==> src/rtl/param_pattern_generator_pkg.sv <==
// Shared definitions for the pattern generator: colour-index and mode encodings,
// the two 8-bit palettes, and small sizing helpers.
package pattern_gen_pkg;

  typedef enum logic [1:0] {
    IDX_A = 2'b00,
    IDX_B = 2'b01,
    IDX_C = 2'b10,
    IDX_D = 2'b11
  } color_idx_e;

  typedef enum logic [1:0] {
    MODE_TILES  = 2'd0,
    MODE_SOLID  = 2'd1,
    MODE_RAMP   = 2'd2,
    MODE_INVERT = 2'd3
  } mode_e;

  localparam logic [23:0] PAL0_A = 24'h8e44ad;
  localparam logic [23:0] PAL0_B = 24'h2c3e50;
  localparam logic [23:0] PAL0_C = 24'h16a085;
  localparam logic [23:0] PAL0_D = 24'h2980b9;

  localparam logic [23:0] PAL1_A = 24'h1abc9c;
  localparam logic [23:0] PAL1_B = 24'he67e22;
  localparam logic [23:0] PAL1_C = 24'hf1c40f;
  localparam logic [23:0] PAL1_D = 24'h2ecc71;

  function automatic logic [23:0] palette_rgb(input logic pal_sel, input color_idx_e idx);
    logic [23:0] rgb;
    if (pal_sel) begin
      case (idx)
        IDX_B:   rgb = PAL1_B;
        IDX_C:   rgb = PAL1_C;
        IDX_D:   rgb = PAL1_D;
        default: rgb = PAL1_A;
      endcase
    end else begin
      case (idx)
        IDX_B:   rgb = PAL0_B;
        IDX_C:   rgb = PAL0_C;
        IDX_D:   rgb = PAL0_D;
        default: rgb = PAL0_A;
      endcase
    end
    return rgb;
  endfunction

  // Counter width for a range of n values; never below one bit.
  function automatic int cnt_w(input int n);
    return (n > 1) ? $clog2(n) : 1;
  endfunction

endpackage

==> src/rtl/param_pattern_generator_if.sv <==
// Pixel stream bus between the pattern generator (master) and its consumer (slave).
// The StartOfFrame/EndOfLine flags exist only when PATTERN_GEN_SYNC_FLAGS_EN is defined.
interface param_pattern_generator_if #(
  parameter int COLOR_W = 8
);
  logic                 VideoValid;
  logic                 VideoReady;
  logic [3*COLOR_W-1:0] Video;
`ifdef PATTERN_GEN_SYNC_FLAGS_EN
  logic                 StartOfFrame;
  logic                 EndOfLine;
`endif

  modport master (
`ifdef PATTERN_GEN_SYNC_FLAGS_EN
    output StartOfFrame,
    output EndOfLine,
`endif
    output VideoValid,
    output Video,
    input  VideoReady
  );

  modport slave (
`ifdef PATTERN_GEN_SYNC_FLAGS_EN
    input  StartOfFrame,
    input  EndOfLine,
`endif
    input  VideoValid,
    input  Video,
    output VideoReady
  );

endinterface

==> src/rtl/param_pattern_generator_raster_counter.sv <==
// Raster position counter: x/y, tile-column/row parities and frame/palette tracking.
// Exposes the next-state position so the owner can register pixels in step with it.
module raster_counter
  import pattern_gen_pkg::*;
#(
  parameter int  H_ACTIVE           = 800,
  parameter int  V_ACTIVE           = 600,
  parameter int  TILE_W             = 80,
  parameter int  TILE_H             = 50,
  parameter int  FRAMES_PER_PALETTE = 72,
  localparam int XW                 = cnt_w(H_ACTIVE),
  localparam int YW                 = cnt_w(V_ACTIVE)
) (
  input  logic          clk_i,
  input  logic          rst_i,
  input  logic          adv_i,
  output logic [XW-1:0] x_d_o,
  output logic [YW-1:0] y_d_o,
  output logic          tx_par_d_o,
  output logic          ty_par_d_o,
  output logic          pal_d_o
);

  localparam int CW = cnt_w(TILE_W);
  localparam int RW = cnt_w(TILE_H);
  localparam int FW = cnt_w(FRAMES_PER_PALETTE);

  logic [XW-1:0] x_q, x_d;
  logic [YW-1:0] y_q, y_d;
  logic [CW-1:0] col_q, col_d;
  logic [RW-1:0] row_q, row_d;
  logic [FW-1:0] frm_q, frm_d;
  logic          txp_q, txp_d;
  logic          typ_q, typ_d;
  logic          pal_q, pal_d;

  // Tile parity is tracked incrementally so no divider by TILE_W/TILE_H is needed.
  always_comb begin
    x_d   = x_q;
    y_d   = y_q;
    col_d = col_q;
    row_d = row_q;
    frm_d = frm_q;
    txp_d = txp_q;
    typ_d = typ_q;
    pal_d = pal_q;
    if (adv_i) begin
      if (x_q == XW'(H_ACTIVE - 1)) begin
        x_d   = '0;
        col_d = '0;
        txp_d = 1'b0;
        if (y_q == YW'(V_ACTIVE - 1)) begin
          y_d   = '0;
          row_d = '0;
          typ_d = 1'b0;
          if (frm_q == FW'(FRAMES_PER_PALETTE - 1)) begin
            frm_d = '0;
            pal_d = ~pal_q;
          end else begin
            frm_d = frm_q + 1'b1;
          end
        end else begin
          y_d = y_q + 1'b1;
          if (row_q == RW'(TILE_H - 1)) begin
            row_d = '0;
            typ_d = ~typ_q;
          end else begin
            row_d = row_q + 1'b1;
          end
        end
      end else begin
        x_d = x_q + 1'b1;
        if (col_q == CW'(TILE_W - 1)) begin
          col_d = '0;
          txp_d = ~txp_q;
        end else begin
          col_d = col_q + 1'b1;
        end
      end
    end
  end

  always_ff @(posedge clk_i) begin
    if (rst_i) begin
      x_q   <= '0;
      y_q   <= '0;
      col_q <= '0;
      row_q <= '0;
      frm_q <= '0;
      txp_q <= 1'b0;
      typ_q <= 1'b0;
      pal_q <= 1'b0;
    end else begin
      x_q   <= x_d;
      y_q   <= y_d;
      col_q <= col_d;
      row_q <= row_d;
      frm_q <= frm_d;
      txp_q <= txp_d;
      typ_q <= typ_d;
      pal_q <= pal_d;
    end
  end

  assign x_d_o      = x_d;
  assign y_d_o      = y_d;
  assign tx_par_d_o = txp_d;
  assign ty_par_d_o = typ_d;
  assign pal_d_o    = pal_d;

endmodule

==> src/rtl/param_pattern_generator.sv <==
// Parameterised test-pattern source on a valid/ready pixel bus (tiles, solid, ramp, inverse).
// Optional sync flags on the bus are enabled by defining PATTERN_GEN_SYNC_FLAGS_EN.
module param_pattern_generator
  import pattern_gen_pkg::*;
#(
  parameter int H_ACTIVE           = 800,
  parameter int V_ACTIVE           = 600,
  parameter int TILE_W             = 80,
  parameter int TILE_H             = 50,
  parameter int COLOR_W            = 8,
  parameter int FRAMES_PER_PALETTE = 72
) (
  input  logic                             Clock,
  input  logic                             Reset,
  input  logic [1:0]                       Mode,
  param_pattern_generator_if.master        vid
);

  localparam int XW  = cnt_w(H_ACTIVE);
  localparam int YW  = cnt_w(V_ACTIVE);
  localparam int PW  = 3 * COLOR_W;
  localparam int SHR = (COLOR_W < 8) ? 8 - COLOR_W : 0;
  localparam int SHL = (COLOR_W > 8) ? COLOR_W - 8 : 0;

  logic          vld_q;
  logic [PW-1:0] video_q, video_d;
  mode_e         mode_q, mode_d;
  logic [PW-1:0] tile_rgb;
  logic          adv, load, frame_start;
  logic [XW-1:0] x_d;
  logic [YW-1:0] y_d;
  logic          txp_d, typ_d, pal_d;

  function automatic logic [COLOR_W-1:0] scale8(input logic [7:0] c);
    logic [31:0] w;
    w = ({24'd0, c} >> SHR) << SHL;
    return w[COLOR_W-1:0];
  endfunction

  function automatic logic [PW-1:0] scale_rgb(input logic [23:0] rgb);
    return {scale8(rgb[23:16]), scale8(rgb[15:8]), scale8(rgb[7:0])};
  endfunction

  function automatic logic [PW-1:0] grey_ramp(input logic [XW-1:0] x);
    logic [31:0]        xw;
    logic [COLOR_W-1:0] g;
    xw = 32'(x);
    g  = xw[COLOR_W-1:0];
    return {g, g, g};
  endfunction

  // The register stage loads whenever the presented pixel is consumed or not yet valid,
  // so Video always tracks the counter's next position with no bubble.
  assign adv  = vld_q & vid.VideoReady;
  assign load = ~vld_q | adv;

  raster_counter #(
    .H_ACTIVE           (H_ACTIVE),
    .V_ACTIVE           (V_ACTIVE),
    .TILE_W             (TILE_W),
    .TILE_H             (TILE_H),
    .FRAMES_PER_PALETTE (FRAMES_PER_PALETTE)
  ) u_raster (
    .clk_i      (Clock),
    .rst_i      (Reset),
    .adv_i      (adv),
    .x_d_o      (x_d),
    .y_d_o      (y_d),
    .tx_par_d_o (txp_d),
    .ty_par_d_o (typ_d),
    .pal_d_o    (pal_d)
  );

  always_comb begin
    frame_start = (x_d == '0) && (y_d == '0);
    mode_d      = frame_start ? mode_e'(Mode) : mode_q;
    tile_rgb    = scale_rgb(palette_rgb(pal_d, color_idx_e'({typ_d, txp_d})));
    video_d     = tile_rgb;
    case (mode_d)
      MODE_SOLID:  video_d = scale_rgb(palette_rgb(pal_d, IDX_A));
      MODE_RAMP:   video_d = grey_ramp(x_d);
      MODE_INVERT: video_d = ~tile_rgb;
      default:     video_d = tile_rgb;
    endcase
  end

  // Output stage: pixel, mode latch and valid.
  always_ff @(posedge Clock) begin
    if (Reset) begin
      vld_q   <= 1'b0;
      video_q <= '0;
      mode_q  <= MODE_TILES;
    end else begin
      vld_q <= 1'b1;
      if (load) begin
        video_q <= video_d;
        mode_q  <= mode_d;
      end
    end
  end

  assign vid.VideoValid = vld_q;
  assign vid.Video      = video_q;

`ifdef PATTERN_GEN_SYNC_FLAGS_EN
  logic sof_q, eol_q;

  always_ff @(posedge Clock) begin
    if (Reset) begin
      sof_q <= 1'b0;
      eol_q <= 1'b0;
    end else if (load) begin
      sof_q <= frame_start;
      eol_q <= (x_d == XW'(H_ACTIVE - 1));
    end
  end

  assign vid.StartOfFrame = sof_q;
  assign vid.EndOfLine    = eol_q;
`endif

endmodule

==> src/flat_wrapper.sv <==
// flat-port wrapper written by rule: the top's interface ports become plain ports
module param_pattern_generator_flat import pattern_gen_pkg::*;
#(
  parameter int H_ACTIVE           = 800,
  parameter int V_ACTIVE           = 600,
  parameter int TILE_W             = 80,
  parameter int TILE_H             = 50,
  parameter int COLOR_W            = 8,
  parameter int FRAMES_PER_PALETTE = 72
)
  (Clock, Reset, Mode, vid_VideoValid, vid_Video, vid_VideoReady);
  param_pattern_generator_if #(.COLOR_W(COLOR_W)) vid_i ();
  input  logic Clock;
  input  logic Reset;
  input  logic [1:0] Mode;
  output wire logic [$bits(vid_i.VideoValid)-1:0] vid_VideoValid;
  output wire logic [$bits(vid_i.Video)-1:0] vid_Video;
  input wire logic [$bits(vid_i.VideoReady)-1:0] vid_VideoReady;
  assign vid_VideoValid = vid_i.VideoValid;
  assign vid_Video = vid_i.Video;
  assign vid_i.VideoReady = vid_VideoReady;
  param_pattern_generator #(.H_ACTIVE(H_ACTIVE), .V_ACTIVE(V_ACTIVE), .TILE_W(TILE_W), .TILE_H(TILE_H), .COLOR_W(COLOR_W), .FRAMES_PER_PALETTE(FRAMES_PER_PALETTE)) u_core (.Clock(Clock), .Reset(Reset), .Mode(Mode), .vid(vid_i));
endmodule
==> config.mk <==
export PLATFORM = sky130hd
export DESIGN_NAME = param_pattern_generator_flat
export DESIGN_NICKNAME = d
export VERILOG_FILES = /design/src/rtl/param_pattern_generator_pkg.sv /design/src/rtl/param_pattern_generator_if.sv /design/src/rtl/param_pattern_generator_raster_counter.sv /design/src/rtl/param_pattern_generator.sv /design/src/flat_wrapper.sv
export SDC_FILE = /design/constraint.sdc
export NUM_CORES = 1
export LEC_CHECK = 0
export BUFFER_PORTS_ARGS = -buffer_cell sky130_fd_sc_hd__buf_2
export CAP_MARGIN = 25
export CELL_PAD_IN_SITES_DETAIL_PLACEMENT = 0
export CELL_PAD_IN_SITES_GLOBAL_PLACEMENT = 1
export CORE_UTILIZATION = 40
export DETAILED_ROUTE_END_ITERATION = 12
export PLACE_DENSITY = 0.7
export REMOVE_ABC_BUFFERS = 1
export SKIP_CTS_REPAIR_TIMING = 1
export SYNTH_ARGS = -nofsm -noshare
export SYNTH_HDL_FRONTEND = slang
export SYNTH_HIERARCHICAL = 1
export SYNTH_SLANG_ARGS = --single-unit
export TNS_END_PERCENT = 1
==> constraint.sdc <==
create_clock -name Clock -period 13.3 [get_ports Clock]
set_input_delay 3.99 -clock Clock [delete_from_list [all_inputs] [get_ports Clock]]
set_output_delay 3.99 -clock Clock [all_outputs]
set_load 0.05 [all_outputs]
==> metrics.md <==
| Metric | Value |
|---|---|
| CP Max Fanout | `33` |
| IO Pins | `30` |
| Fraction of registers with async set/reset | `0` |
| CTS clk-pin slew, worst paths | `0.07 ns` |
| CP Data Required Time | `13.52 ns` |
| Final WL | `12100 um` |
| Chip width | `107 um` |
| Hold Vio Cnt, Final | `0` |
| Via Count | `4096` |
| Largest net degree at the start of global routing | `43` |
| Power Total | `0.505 mW` |
| Row cnt | `38` |
| XOR/XNOR Fraction of Synth Area | `0.0335` |
| R2R Setup Slk | `8.82 ns` |
| Top cell type's share of synthesized area | `0.315` |
| Grt ovf | `0` |
| Nature of the critical path startpoint | `input pin` |
| Worst min path class | `reg -> reg` |
| Min cycle time layout | `7.70 ns` |
| Initial drt markers | `244` |
| Die Ht | `107 um` |
| Global-route wire length before repair | `19300 um` |
| Root buffer cell | `clkbuf_8` |
| CTS Buffer Depth | `2` |
| Sink Count | `70` |
| DP Cell Count | `694` |
| Count leader, synth | `dfxtp_1` |
| Clock Skew | `0.0130 ns` |
| I/O Buffers | `29` |
| Final Cycle Share | `0.579` |
| Detailed Place HPWL | `8570 um` |
| Final cell count without fillers | `709` |
| H-tree depth | `3` |
| Mapped cell area | `4450 sq um` |
| Post-synthesis sequential area ratio | `0.315` |
| Final Max Slew Viols | `0` |
| DRT antenna net count | `0` |
| Core area | `10800 sq um` |
| Die area | `11600 sq um` |
| Nets | `582` |
| Avg Inst Size Synth | `8.06 sq um` |
| Crit. End Element | `register` |
| Area of the multi-input gates | `2810 sq um` |
| Initial antenna violation count | `0` |
| Starting Density | `0.411` |
| Unrepaired setup endpoints after global routing | `no` |
| Area growth, synth to finish | `9.11%` |
| Filler cells | `1120` |
| Pre-Repair DR Iteration Count | `5` |
| GPL Wtd Cong | `0.855` |
| Setup TNS | `0 ns` |
| DRC Markers | `0` |
| Tot GR Track Use | `0.217` |
| Post-Synthesis Cells | `552` |
| CTS tree | `built` |
| Fmax achieved | `130 MHz` |
| CTS buffer count | `9` |
| Clk Latency, worst-skew pair | `0.36 ns` |
| Crit path DAT | `7.92 ns` |
| Yosys warning count | `6` |
| Final core utilization | `0.448` |
| # setup viols final | `0` |
| Cells taking the most area after synthesis | `dfxtp_1, nand2_1, nor2_1, a21oi_1, o21ai_0` |
| Layout cells sized above 1 | `0.135` |
| EDFF count, synth | `0` |
| Largest family of logic cells by synthesized area | `simple AND/OR/NAND/NOR gates` |
| Seq. cell area | `1400 sq um` |
| Max-Slew Margin vs Limit | `0.376` |
| MaxCap Viol Count | `0` |
| Post-synthesis mux area share | `0.0621` |
| IR drop worst, VDD | `0.0655 mV` |
| Compound-Gate Fraction of Synth Area | `0.229` |
| Status | `finished, final reports clean` |
| Worst-Margin Slew | `0.936 ns` |
| Static Leak | `1.86 nW` |
| Synth Area in Adders | `0.0337` |
| Post-synth top cells | `dfxtp_1, nand2_1, nor2_1, a21oi_1, o21ai_0` |
| Cell variety after synth | `77` |
| Ant diodes | `0` |
| Critical path type | `in -> reg` |
| Cell taking the most area after synthesis | `dfxtp_1` |
| DR WL/cell | `17.0 um` |
| Synthesized flop and latch total | `70` |
| Number of global-route vias before repair | `3854` |
| Avg Vias per Cell | `5.78` |
| Cell Pwr Density | `104 nW/um^2` |
| Synth Area in Simple Gates | `0.271` |
| Ys flop type | `dfxtp_1` |
-- final timing paths --
kind,from,endpoint,cells after the start
max,vid_VideoReady,u_core/vid.Video[20]$_SDFFE_PP0P_,12
min,u_core/vid.Video[1]$_SDFFE_PP0P_,u_core/vid.Video[1]$_SDFFE_PP0P_,2
max reg2reg,u_core/vid.VideoValid$_DFF_P_,u_core/vid.Video[20]$_SDFFE_PP0P_,11
min reg2reg,u_core/vid.Video[1]$_SDFFE_PP0P_,u_core/vid.Video[1]$_SDFFE_PP0P_,2
-- power breakdown --
part	switching, mW	leakage [nW]	internal, mW	total, mW
combinational	0.0648	1.19	0.0271	0.0919
clock	0.0822	0.0994	0.104	0.187
sequential	0.00809	0.570	0.218	0.226
total	0.155	1.86	0.350	0.505
-- cells by family (layout without fill, tap and decap cells) --
| group | after synthesis | after routing |
|---|---|---|
| compound gates | 149 | 149 |
| fa+ha+maj | 12 | 12 |
| xor+xnor | 17 | 17 |
| buf+inv | 53 | 70 |
| flops | 70 | 70 |
| mux | 26 | 26 |
| simple gates | 225 | 225 |
-- routing by layer --
| metal | GRT usage | wire, um |
|---|---|---|
| met5 | 0 | 0 |
| met4 | 0.0812 | 150 |
| met3 | 0.0375 | 538 |
| met2 | 0.337 | 5390 |
| met1 | 0.297 | 5990 |
-- critical path, stage by stage --
cell     delay (ns)
buf_2          0.09
and2_1         0.39
nand2_1        0.22
or4_1          0.95
nor3_1         0.45
xor2_1         0.13
nor4_2         0.41
nand3_4        0.17
nor3_1         0.35
a21oi_1        0.16
o21ai_1        0.45
a32oi_1        0.16
-- cells in the final DEF, fill, tap and decap left out, drive strengths merged, types with 8 or more instances in the layout --
master,instances
clkbuf,11
nand3,18
a211oi,8
or4,10
buf,34
inv,21
nor4,10
ha,12
nor2,51
nor3,16
mux2i,16
o21ai,37
o211ai,8
dfxtp,70
nand2,65
xnor2,8
a21oi,36
mux2,10
a31oi,8
nor2b,13
and2,8
xor2,9
-- stage by stage --
step                hold WS [ns]  setup slack (ns)  cell area, sq um
CTS                        0.457              5.61              4860
floorplan                  0.454              4.64              4280
global route               0.484              5.31              4860
finish                     0.456              5.60              4860
detailed placement         0.449              5.22              4650
global placement           0.440              5.31              4650
-- sequential cells by signal (all words and copies together) (netlist names) --
name                   flops
u_core/u_raster/typ_q      1
u_core/u_raster/txp_q      1
u_core/vid.Video          24
u_core/u_raster/x_q       10
u_core/u_raster/row_q      6
u_core/u_raster/y_q       10
u_core/u_raster/col_q      7
u_core/vid.VideoValid      1
u_core/u_raster/pal_q      1
u_core/u_raster/frm_q      7
u_core/mode_q              2
-- area by class of cell --
type	instances	share of cell area
timing repair buffer	34	0.0376
inverter	21	0.0162
clock inverter	4	0.0149
clock buffer	11	0.0271
multi-input combinational	429	0.579
tap	140	0.0361
sequential	70	0.289
(Power assumes the default switching activity.)
